$ cat config.mk
export PLATFORM = sky130hd
export DESIGN_NAME = uart_tx_queue
export DESIGN_NICKNAME = d
export VERILOG_FILES = /design/src/rtl/uart_pkg.sv /design/src/rtl/uart_fifo.sv /design/src/rtl/uart_tx_queue.sv
export SDC_FILE = /design/constraint.sdc
export NUM_CORES = 1
export LEC_CHECK = 0
export CORE_MARGIN = 4
export CORE_UTILIZATION = 30
export DETAILED_ROUTE_END_ITERATION = 10
export GPL_ROUTABILITY_DRIVEN = 1
export GPL_TIMING_DRIVEN = 1
export HOLD_SLACK_MARGIN = 0.03
export SLEW_MARGIN = 20
export SYNTH_ARGS = -nofsm -noshare
export SYNTH_HDL_FRONTEND = slang
export SYNTH_SLANG_ARGS = --single-unit
$ cat constraint.sdc
create_clock -name clk -period 3.3 [get_ports clk]
set_input_delay 0.66 -clock clk [delete_from_list [all_inputs] [get_ports clk]]
set_output_delay 0.66 -clock clk [all_outputs]
set_load 0.005 [all_outputs]
$ cat src/rtl/uart_pkg.sv
// uart_pkg: shared definitions for the UART transmit path.
//   BAUD_DIV    - clock divider for 115200 baud from a 50 MHz clock
//   UART_DATA_W - data byte width
//   txq_state_t - transmit-queue launch FSM states
package uart_pkg;

    localparam int unsigned BAUD_DIV    = 434;
    localparam int unsigned UART_DATA_W = 8;

    typedef enum logic [1:0] {
        IDLE,
        LAUNCH,
        WAIT_BUSY,
        WAIT_DONE
    } txq_state_t;

endpackage

$ cat src/rtl/uart_fifo.sv
// uart_fifo: circular-buffer byte FIFO with registered occupancy flags.
// Ports:
//   clk, rst       - clock, synchronous active-high reset
//   wr_en, wr_data - write strobe/byte (ignored while full)
//   rd_en          - pop strobe (ignored while empty)
//   rd_data        - head entry (valid while empty=0)
//   full, empty    - registered occupancy flags
//   count          - registered occupancy, 0..DEPTH
module uart_fifo
    import uart_pkg::*;
#(
    parameter int unsigned DEPTH = 8
) (
    input  logic                       clk,
    input  logic                       rst,
    input  logic                       wr_en,
    input  logic [UART_DATA_W-1:0]     wr_data,
    input  logic                       rd_en,
    output logic [UART_DATA_W-1:0]     rd_data,
    output logic                       full,
    output logic                       empty,
    output logic [$clog2(DEPTH):0]     count
);

    localparam int unsigned AW = $clog2(DEPTH);

    logic [UART_DATA_W-1:0] mem [DEPTH];
    logic [AW-1:0]          wr_ptr;
    logic [AW-1:0]          rd_ptr;
    logic [AW:0]            count_nxt;
    logic                   push;
    logic                   pop;

    // Acceptance uses the pre-edge flags, so a write while full is dropped
    // even when a pop frees a slot in the same cycle.
    assign push    = wr_en && !full;
    assign pop     = rd_en && !empty;
    assign rd_data = mem[rd_ptr];

    always_comb begin
        count_nxt = count;
        unique case ({push, pop})
            2'b10:   count_nxt = count + 1'b1;
            2'b01:   count_nxt = count - 1'b1;
            default: count_nxt = count;
        endcase
    end

    always_ff @(posedge clk) begin
        if (push) begin
            mem[wr_ptr] <= wr_data;
        end
    end

    // Pointers wrap naturally: DEPTH is a power of two and the pointers are AW bits.
    always_ff @(posedge clk) begin
        if (rst) begin
            wr_ptr <= '0;
            rd_ptr <= '0;
            count  <= '0;
            full   <= 1'b0;
            empty  <= 1'b1;
        end else begin
            if (push) begin
                wr_ptr <= wr_ptr + 1'b1;
            end
            if (pop) begin
                rd_ptr <= rd_ptr + 1'b1;
            end
            count <= count_nxt;
            full  <= (count_nxt == (AW+1)'(DEPTH));
            empty <= (count_nxt == '0);
        end
    end

endmodule

$ cat src/rtl/uart_tx_queue.sv
// uart_tx_queue: byte queue feeding a UART transmit serializer.
// Ports:
//   clk, rst        - clock, synchronous active-high reset
//   wr_en, wr_data  - CPU byte write (dropped while full)
//   full, empty     - registered queue flags
//   count           - registered queue occupancy
//   tx_busy         - busy flag from the serializer
//   tx_begin        - one-cycle launch pulse to the serializer
//   tx_data         - launched byte, held until the next launch
// Optional (macro UART_TXQ_OVERFLOW_FLAG_EN):
//   ovf_clr         - clears the sticky overflow flag
//   ovf             - sticky flag, set by any dropped write (set wins)
module uart_tx_queue
    import uart_pkg::*;
#(
    parameter int unsigned DEPTH     = 8,
    parameter int unsigned GUARD_CYC = 15
) (
    input  logic                       clk,
    input  logic                       rst,
    input  logic                       wr_en,
    input  logic [UART_DATA_W-1:0]     wr_data,
    output logic                       full,
    output logic                       empty,
    output logic [$clog2(DEPTH):0]     count,
    input  logic                       tx_busy,
    output logic                       tx_begin,
    output logic [UART_DATA_W-1:0]     tx_data
`ifdef UART_TXQ_OVERFLOW_FLAG_EN
    ,
    input  logic                       ovf_clr,
    output logic                       ovf
`endif
);

    localparam int unsigned GW = (GUARD_CYC > 1) ? $clog2(GUARD_CYC) : 1;

    txq_state_t             state;
    logic [GW-1:0]          guard_cnt;
    logic [UART_DATA_W-1:0] head;
    logic                   pop;

    assign pop = (state == IDLE) && !empty && !tx_busy;

    uart_fifo #(
        .DEPTH (DEPTH)
    ) u_fifo (
        .clk     (clk),
        .rst     (rst),
        .wr_en   (wr_en),
        .wr_data (wr_data),
        .rd_en   (pop),
        .rd_data (head),
        .full    (full),
        .empty   (empty),
        .count   (count)
    );

    // tx_begin is registered alongside the state, so it is high exactly
    // while the FSM sits in LAUNCH.
    always_ff @(posedge clk) begin
        if (rst) begin
            state     <= IDLE;
            tx_begin  <= 1'b0;
            tx_data   <= '0;
            guard_cnt <= '0;
        end else begin
            tx_begin <= 1'b0;
            unique case (state)
                IDLE: begin
                    if (pop) begin
                        tx_data  <= head;
                        tx_begin <= 1'b1;
                        state    <= LAUNCH;
                    end
                end
                LAUNCH: begin
                    guard_cnt <= '0;
                    state     <= WAIT_BUSY;
                end
                WAIT_BUSY: begin
                    // Serializer never acknowledged: give up after GUARD_CYC
                    // cycles and treat the byte as sent.
                    if (tx_busy) begin
                        guard_cnt <= '0;
                        state     <= WAIT_DONE;
                    end else if (guard_cnt == GW'(GUARD_CYC - 1)) begin
                        guard_cnt <= '0;
                        state     <= IDLE;
                    end else begin
                        guard_cnt <= guard_cnt + 1'b1;
                    end
                end
                WAIT_DONE: begin
                    if (!tx_busy) begin
                        state <= IDLE;
                    end
                end
            endcase
        end
    end

`ifdef UART_TXQ_OVERFLOW_FLAG_EN
    always_ff @(posedge clk) begin
        if (rst) begin
            ovf <= 1'b0;
        end else if (wr_en && full) begin
            ovf <= 1'b1;
        end else if (ovf_clr) begin
            ovf <= 1'b0;
        end
    end
`endif

endmodule

==> metrics.yaml <==
fp.coreArea_mm2: 0.01211
drtIter0Drc: 99
peakVddDrop_mv: 0.2981
p_per_area_mw_per_mm2: 698.9
grtUsageTotal_pct: 10.09
vias: 2061
period_minus_slack_ns: 2.831
finalNetCount: 302
area_growth_pct: 21.62
rsz0062_at_grt: "false"
p_switching_uw: 872.1
finalPower_mw: 3.178
synth-seq-area-share_pct: 65.86
end_kind: "flip-flop"
synthCells: 241
routed_via_density: 4.550
crit_buf_inv: 2
portBuffers: 26
worstPathCellList: "clkdlybuf4s50_1 > or3b_1 > clkinv_4 > ha_1 > or4b_4 > nor4_4 > a211oi_2 > mux2_4 > and3_1"
cap_violations: 0
die-height_um: 119.6
grt_overflow: 0
final_cells: 453
layout-drive-gt1-share_pct: 18.60
die_x_um: 119.6
drc: 0
ys.flop_type: "edfxtp_1"
worstMarginPinSlew_ns: 0.8868
clockBufferDepth: 2
hold_ws_ns: 0.5069
relSlewSlack_pct: 40.80
p_comb_share_pct: 22.4
drv_slew: 0
crit_slowest_cell: "or4b_4"
dr.pass1.iters: 4
ys_top_cells_by_area: "edfxtp_1 51%, dfxtp_1 14%, mux4_2 9.6%"
numClockSinks: 91
grt_pass1_vias: 2091
grt_max_degree: 20
place_inst: 437
yosysMostFrequentCell: "edfxtp_1"
arrival_ns: 3.07
initial_core_util_pct: 30.87
synth_area_mm2: 0.003739
finClkSkew_ns: 0.003728
fill_cells: 1158
netSwitchingFraction_pct: 27.45
gp_congestion: 0.6898
hold_path_class: "reg -> reg"
layout_worst_path_cycle_share_pct: 85.78
critPathRequiredTime_ns: 3.54
design.die.area_mm2: 0.01431
cts_resized: 0
ys_async_sr_fraction_pct: 0
io_pins: 27
cts_tree: "yes"
finalSetupTns_ns: 0
htreeDepth: 3
internal_power_mw: 2.306
p_leak_nw: 1.496
power_frac_clock_pct: 32.7
max_stage_delay_ns: 0.50
ys_ff_latch: 91
cts_setup_buffers: 0
postCtsHoldBufs: 0
routed_wl_um: 6758
row_count: 40
setup_viol: 0
p_seq_share_pct: 44.9
cts-buffers-inserted: 9
wl_per_cell_um: 14.92
cp_top_family: "simple AND/OR/NAND/NOR gates"
synth_common_cells: "64 x edfxtp_1, 27 x dfxtp_1, 26 x nor2_1"
post-dp-hpwl_um: 4412
syn_nets: 263
clkSlewWorstSetupHoldPaths_ns: 0.07
insertion_delay_ns: 0.34
cts_root_buf: "clkbuf_16"
antennaDiodeCount: 0
synth_edf_count: 64
status: "finished, final reports clean"
startpoint_type: "input pin"
hold_violations: 0
criticalPathCategory: "in -> reg"
yosysTopAreaCellShare_pct: 51.41
synth_largest_area_cell: "edfxtp_1"
crit_fanout: 5
antenna_left: 0
avgSynthCellArea_um2: 15.51
grt_pass1_wl_um: 11030
ys_types: 41
antenna_found_initial: 0
yosysWarnings: 0
max_freq_mhz: 353.3
layer usage:
layer	up-vias	global-route usage, %	wire length [um]
li1	985	-	-
met1	1023	13.28	3119
met2	45	15.82	3238
met3	8	3.440	311
met4	0	3.006	89
met5	-	0	0
worst paths after layout:
| kind | end | depth (start not counted) | start | slack [ns] |
|---|---|---|---|---|
| worst max-delay path | u_fifo.full | 9 | tx_busy | 0.47 |
| worst min register to register | tx_data[1] | 2 | tx_data[1] | 0.51 |
| worst min-delay path | tx_data[1] | 2 | tx_data[1] | 0.51 |
| worst max register to register | u_fifo.full | 10 | state[0] | 0.60 |
area by class of cell:
| class | count | area (um^2) | share of cell area [%] |
|---|---|---|---|
| clock buffers | 9 | 225.2 | 4.953 |
| flip-flops and latches | 91 | 2462 | 54.16 |
| multi-input cells | 132 | 1166 | 25.65 |
| inverters | 5 | 31.28 | 0.6879 |
| clock inverters | 7 | 78.83 | 1.734 |
| well taps | 168 | 210.2 | 4.623 |
| repair buffers | 41 | 372.9 | 8.200 |
kinds of logic after synthesis:
group                    Yosys count  share of synthesized area [%]
AO/OA/AOI/OAI                     22                          4.250
XOR/XNOR                          11                          2.577
adder cells (fa/ha/maj)           10                          3.347
buffers and inverters             18                          2.945
flip-flops                        91                          65.86
multiplexers                      26                          12.45
AND/OR/NAND/NOR                   63                          8.567
sequential cells by signal, indices dropped and copies added (netlist names):
name / flops
tx_data: 8
u_fifo.empty: 1
tx_begin: 1
u_fifo.count: 4
guard_cnt: 4
state: 2
u_fifo.wr_ptr: 3
u_fifo.full: 1
u_fifo.mem: 64
u_fifo.rd_ptr: 3
power by group through the flow:
stage | sequential (mW) | clock, mW | combinational [mW]
6_report | 1.43 | 1.04 | 0.712
4_1_cts | 1.43 | 1.06 | 0.727
3_3_place_gp | 1.45 | 0 | 0.709
2_1_floorplan | 1.42 | 0 | 0.508
5_1_grt | 1.44 | 1.12 | 0.802
3_5_place_dp | 1.45 | 0 | 0.723
worst register-to-register path, stage by stage (launching register included):
cell and delay (ns):
dfxtp_1 0.34, inv_1 0.11, ha_1 0.17, or3b_1 0.42, clkinv_4 0.09, ha_1 0.24, or4b_4 0.50, nor4_4 0.16
a211oi_2 0.10, mux2_4 0.32, and3_1 0.16
cell usage in the layout, fill, tap and decap left out, types with 3 or more instances in the layout:
| cell | n |
|---|---|
| nor2_1 | 26 |
| nand2_1 | 14 |
| clkbuf_16 | 9 |
| clkdlybuf4s50_1 | 26 |
| inv_6 | 3 |
| dfxtp_1 | 27 |
| edfxtp_1 | 64 |
| mux2i_1 | 9 |
| inv_1 | 3 |
| a211oi_1 | 10 |
| xnor2_1 | 4 |
| ha_1 | 10 |
| buf_4 | 15 |
| xor2_1 | 7 |
| nor3_1 | 5 |
| mux4_2 | 16 |
| a21oi_1 | 5 |
per-stage QoR:
step | util, % | area (um^2) | setup WS (ns)
final | 37.54 | 4547 | 0.4692
after global routing | 37.54 | 4547 | 0.3549
after CTS | 37.54 | 4547 | 0.4646
after detailed placement | 35.03 | 4243 | 0.1225
after global placement | 35.03 | 4243 | 0.1627
after floorplan | - | 3739 | 0.1234
Power figures use the tool's default switching activity.
==> RTL edit 1 (same flow settings) <==
Build with the macro `UART_TXQ_OVERFLOW_FLAG_EN` defined.
--- a/src/rtl/uart_tx_queue.sv
+++ b/src/rtl/uart_tx_queue.sv
@@ -10,6 +10,8 @@
 // Optional (macro UART_TXQ_OVERFLOW_FLAG_EN):
 //   ovf_clr         - clears the sticky overflow flag
 //   ovf             - sticky flag, set by any dropped write (set wins)
+`define UART_TXQ_OVERFLOW_FLAG_EN
+
 module uart_tx_queue
     import uart_pkg::*;
 #(
Ports: changed (added ovf and ovf_clr); port bits go from 27 to 29. No check against the original RTL was run, so the function may have changed too.
==> RTL edit 1 against the original RTL <==
Non-clock buffer count is 1 higher. Global-route usage grew 0.72 points. Setup slack improved by 0.091 ns. Combinational power is 3.5% higher. Design area rose by 1.7%. Synthesized area grew 0.67%. Sequential cell count grew 1. Routed wire length increased by 5.0%. Power grew 2.5%. Critical path type unchanged.
==> RTL edit 1: results <==
export IMPL_htree_num_levels=3
export IMPL_viasPerCell=4.574
export IMPL_grt_max_degree=19
export IMPL_synthDistinctLibCells=38
export IMPL_drtIter0Drc=73
export IMPL_antenna_found_initial=0
export IMPL_drive_above_1_share_pct=17.17
export IMPL_insertion_delay_ns=0.34
export IMPL_intPower_w=0.002394
export IMPL_ir_worst_vdd_uv=331.5
export IMPL_power_frac_clock_pct=33.3
export IMPL_cts_root_buffer_cell="clkbuf_16"
export IMPL_p_leak_nw=1.545
export IMPL_wl_per_cell_um=15.26
export IMPL_dp_hpwl_mm=4.731
export IMPL_grt_pass1_wl_mm=11.76
export IMPL_crit_slowest_cell="clkdlybuf4s50_1"
export IMPL_p_clk_w=0.00108
export IMPL_critPathArrivalTime_ns=3.02
export IMPL_cts_buffers_inserted=9
export IMPL_final_nets=315
export IMPL_port_buffers=28
export IMPL_synth_avg_cell_area_um2=14.99
export IMPL_synth_yosys_seq_area_share_pct=65.96
export IMPL_syn_to_final_growth_pct=22.84
export IMPL_synth_nets=274
export IMPL_critical_path_max_fanout=9
export IMPL_ys_top_cells_by_count="edfxtp_1 (64), nor2_1 (31), dfxtp_1 (28), mux4_2 (16)"
export IMPL_grt_pass1_vias=2164
export IMPL_seq_power_share_pct=44.1
export IMPL_gp_congestion=0.7699
export IMPL_min_path_type="reg -> reg"
export IMPL_regMostFlops="u_fifo.mem"
export IMPL_track_usage_pct=10.80
export IMPL_reg_top3="u_fifo.mem x64, tx_data x8"
export IMPL_dpl_cell_count=449
export IMPL_vias=2127
export IMPL_slew_headroom_pct=36.52
export IMPL_synth_area_top_cells="edfxtp_1 (51%), dfxtp_1 (15%), mux4_2 (9.6%)"
export IMPL_dpl_cell_area_um2=4305
export IMPL_synth_warnings=0
export IMPL_status="finished clean"
export IMPL_clock_skew_ns=0.008967
export IMPL_fillers=1154
export IMPL_pre_cts_slack_ns=0.2238
export IMPL_slowest_delay_ns=0.49
## RTL edit 1: cell types whose count changed after synthesis, moves of 3 or more
| cell | unedited run | this run |
|---|---|---|
| mux2i_1 | 9 | 12 |
| xor2_1 | 7 | 4 |
| buf_6 | 3 | 0 |
| nor2_1 | 26 | 31 |
| nand2b_1 | 2 | 6 |
| a21oi_1 | 5 | 10 |
## RTL edit 1: path summary, 6_finish.rpt
kind / endpoint / cells after the start / slack (ns) / startpoint
hold reg to reg: ovf / 2 / 0.47 / ovf
hold / removal: ovf / 2 / 0.47 / ovf
setup reg to reg: u_fifo.empty / 10 / 0.79 / state[0]
setup / recovery: u_fifo.empty / 9 / 0.56 / tx_busy
## RTL edit 1: layout make-up
class | instances | area share [%]
clock buffer | 11 | 5.034
clock inverter | 5 | 1.840
inverter | 6 | 0.5142
multi-input combinational | 141 | 26.04
sequential | 92 | 53.69
tap | 168 | 4.547
timing repair buffer | 42 | 8.336
## RTL edit 1: kinds of logic after synthesis
group | Yosys count | share of synthesized area (%)
AOI/OAI and AO/OA | 26 | 4.721
xor gates and xnor gates | 7 | 1.629
adders and majority gates | 10 | 3.324
buffers and inverters | 18 | 2.061
DFF | 92 | 65.96
muxes | 28 | 12.77
and+or+nand+nor | 70 | 9.541
## RTL edit 1: metal layers
layer	up-vias	GRT usage [%]	wire, µm
met4	0	3.651	85
met3	8	4.194	347
met5	-	0	0
met1	1047	14.14	3340
li1	1028	-	-
met2	44	16.40	3321
## RTL edit 1: worst max-delay path, delay by kind of cell
kind	cells	cell delay [ns]
AO/OA/AOI/OAI	1	0.19
buffers and inverters	2	0.62
multiplexers	1	0.24
AND/OR/NAND/NOR	4	0.97
adder cells (fa/ha/maj)	1	0.33
==> RTL edit 2 (same settings) <==
Made on the original files. Re-encode `txq_state_t` (4 states) as one-hot, 4 bits wide.
--- a/src/rtl/uart_pkg.sv
+++ b/src/rtl/uart_pkg.sv
@@ -7,11 +7,11 @@
     localparam int unsigned BAUD_DIV    = 434;
     localparam int unsigned UART_DATA_W = 8;
 
-    typedef enum logic [1:0] {
-        IDLE,
-        LAUNCH,
-        WAIT_BUSY,
-        WAIT_DONE
+    typedef enum logic [3:0] {
+        IDLE      = 4'b0001,
+        LAUNCH    = 4'b0010,
+        WAIT_BUSY = 4'b0100,
+        WAIT_DONE = 4'b1000
     } txq_state_t;
 
 endpackage
Check against the original RTL: no difference found for any inputs over 10 cycles, from zero or initial values and one cycle with rst high; not proved beyond that.
==> RTL edit 2 against the original RTL <==
Clock power decreased by 4%. Sequential power down 4%. Power shrank 14%. Setup slack gained 0.070 ns. Routed wire length grew 6.0%. Synthesized area up 1.9%. Combinational power shrank 48%. Sequential share of layout area increased by 0.30 points. Fmax rose by 2.5%. Clock skew grew 0.0034 ns. Design area grew 1.1%. Sequential cell count is 2 higher. Largest cell class unchanged. Largest power group unchanged.
==> RTL edit 2: results <==
export IMPL_synth_edf_count=64
export IMPL_min_delay_start="tx_data[7]"
export IMPL_p_sw_w=0.0006446
export IMPL_drtIter0Drc=145
export IMPL_drive_above_1_share_pct=15.82
export IMPL_port_buffers=26
export IMPL_final_nets=310
export IMPL_fillers=1196
export IMPL_ff_latch_area_um2=2502
export IMPL_track_usage_pct=10.44
export IMPL_powerSeq_w=0.00137
export IMPL_wl_met3_um=337
export IMPL_wl_per_cell_um=15.40
export IMPL_firstDrtPassIters=4
export IMPL_wl_met2_mm=3.306
export IMPL_dpl_cell_area_um2=4307
export IMPL_p_leak_nw=1.473
export IMPL_wl_met1_mm=3.465
export IMPL_cts_setup_buffers=0
export IMPL_yosysTopAreaCellShare_pct=50.44
export IMPL_diodes=0
export IMPL_reg_top3="u_fifo.mem x64, tx_data x8"
export IMPL_clk_path_buf_depth=2
export IMPL_power_total_w=0.002733
export IMPL_dpl_cell_count=449
export IMPL_clock_skew_ns=0.007085
export IMPL_dp_hpwl_mm=4.697
export IMPL_synth_avg_cell_area_um2=14.77
export IMPL_worst_pin_slew_ns=0.8831
export IMPL_grt_max_degree=27
export IMPL_viasPerCell=4.692
export IMPL_synth_nets=276
export IMPL_post_cts_resized=0
export IMPL_vias=2182
export IMPL_synthDistinctLibCells=40
export IMPL_p_comb_w=0.000367
export IMPL_grt_pass1_wl_mm=11.43
export IMPL_critical_path_max_fanout=11
export IMPL_cts_root_buffer_cell="clkbuf_16"
export IMPL_htree_num_levels=3
export IMPL_gp_congestion=0.7901
export IMPL_status="finished clean"
export IMPL_crit_start="state[3]"
export IMPL_ir_worst_vdd_uv=280.6
export IMPL_synth_area_top_cells="edfxtp_1 (50%), dfxtp_1 (15%), mux4_2 (9.5%)"
export IMPL_ys_top_cells_by_count="edfxtp_1 (64), dfxtp_1 (29), nor2_1 (27), mux4_2 (16), mux2i_1 (11)"
export IMPL_cts_buffers_inserted=9
export IMPL_pre_cts_slack_ns=0.2310
export IMPL_synth_yosys_seq_area_share_pct=65.68
## RTL edit 2: cell types whose count changed in the layout (fill, tap and decap cells not counted), sizes merged, moves of 3 or more
| cell | change |
|---|---|
| xnor2 | +3 |
| inv | -3 |
| nor3 | +4 |
| nand2 | -5 |
| nand2b | +6 |
| ha | -4 |
| o21ai | +4 |
## RTL edit 2: cell families after synthesis
family                     Yosys count  share of synthesized area, %
DFF                                 93                         65.68
and+or+nand+nor                     71                         9.623
AOI/OAI and AO/OA                   28                         4.926
muxes                               28                         12.64
buffers and inverters               19                         2.168
xor gates and xnor gates            13                         2.989
adders and majority gates            6                         1.970
## RTL edit 2: critical path: stages, from the launching register on
cell,delay [ns]
dfxtp_1,0.41
or4b_4,0.60
or3_4,0.42
xnor2_1,0.16
ha_1,0.17
a21oi_1,0.05
nor2b_1,0.14
mux2_2,0.30
xor2_1,0.14
nor4b_1,0.28
## RTL edit 2: layer usage
metal	GRT usage, %	vias to the layer above
met1	13.59	1085
met3	3.742	7
met4	2.975	0
met2	16.45	39
met5	0	-
li1	-	1051
## RTL edit 2: final timing paths
path | to | slack [ns] | depth (start not counted)
min reg2reg | tx_data[7] | 0.50 | 2
min | tx_data[7] | 0.50 | 2
max reg2reg | u_fifo.full | 0.54 | 9
max | u_fifo.full | 0.54 | 9
## RTL edit 2: area by class of cell
type / count / share of cell area, %
multi-input cells: 146 / 26.65
inverters: 3 / 0.2450
repair buffers: 39 / 7.787
flip-flops and latches: 93 / 54.45
clock inverters: 7 / 1.389
well taps: 168 / 4.574
clock buffers: 9 / 4.901
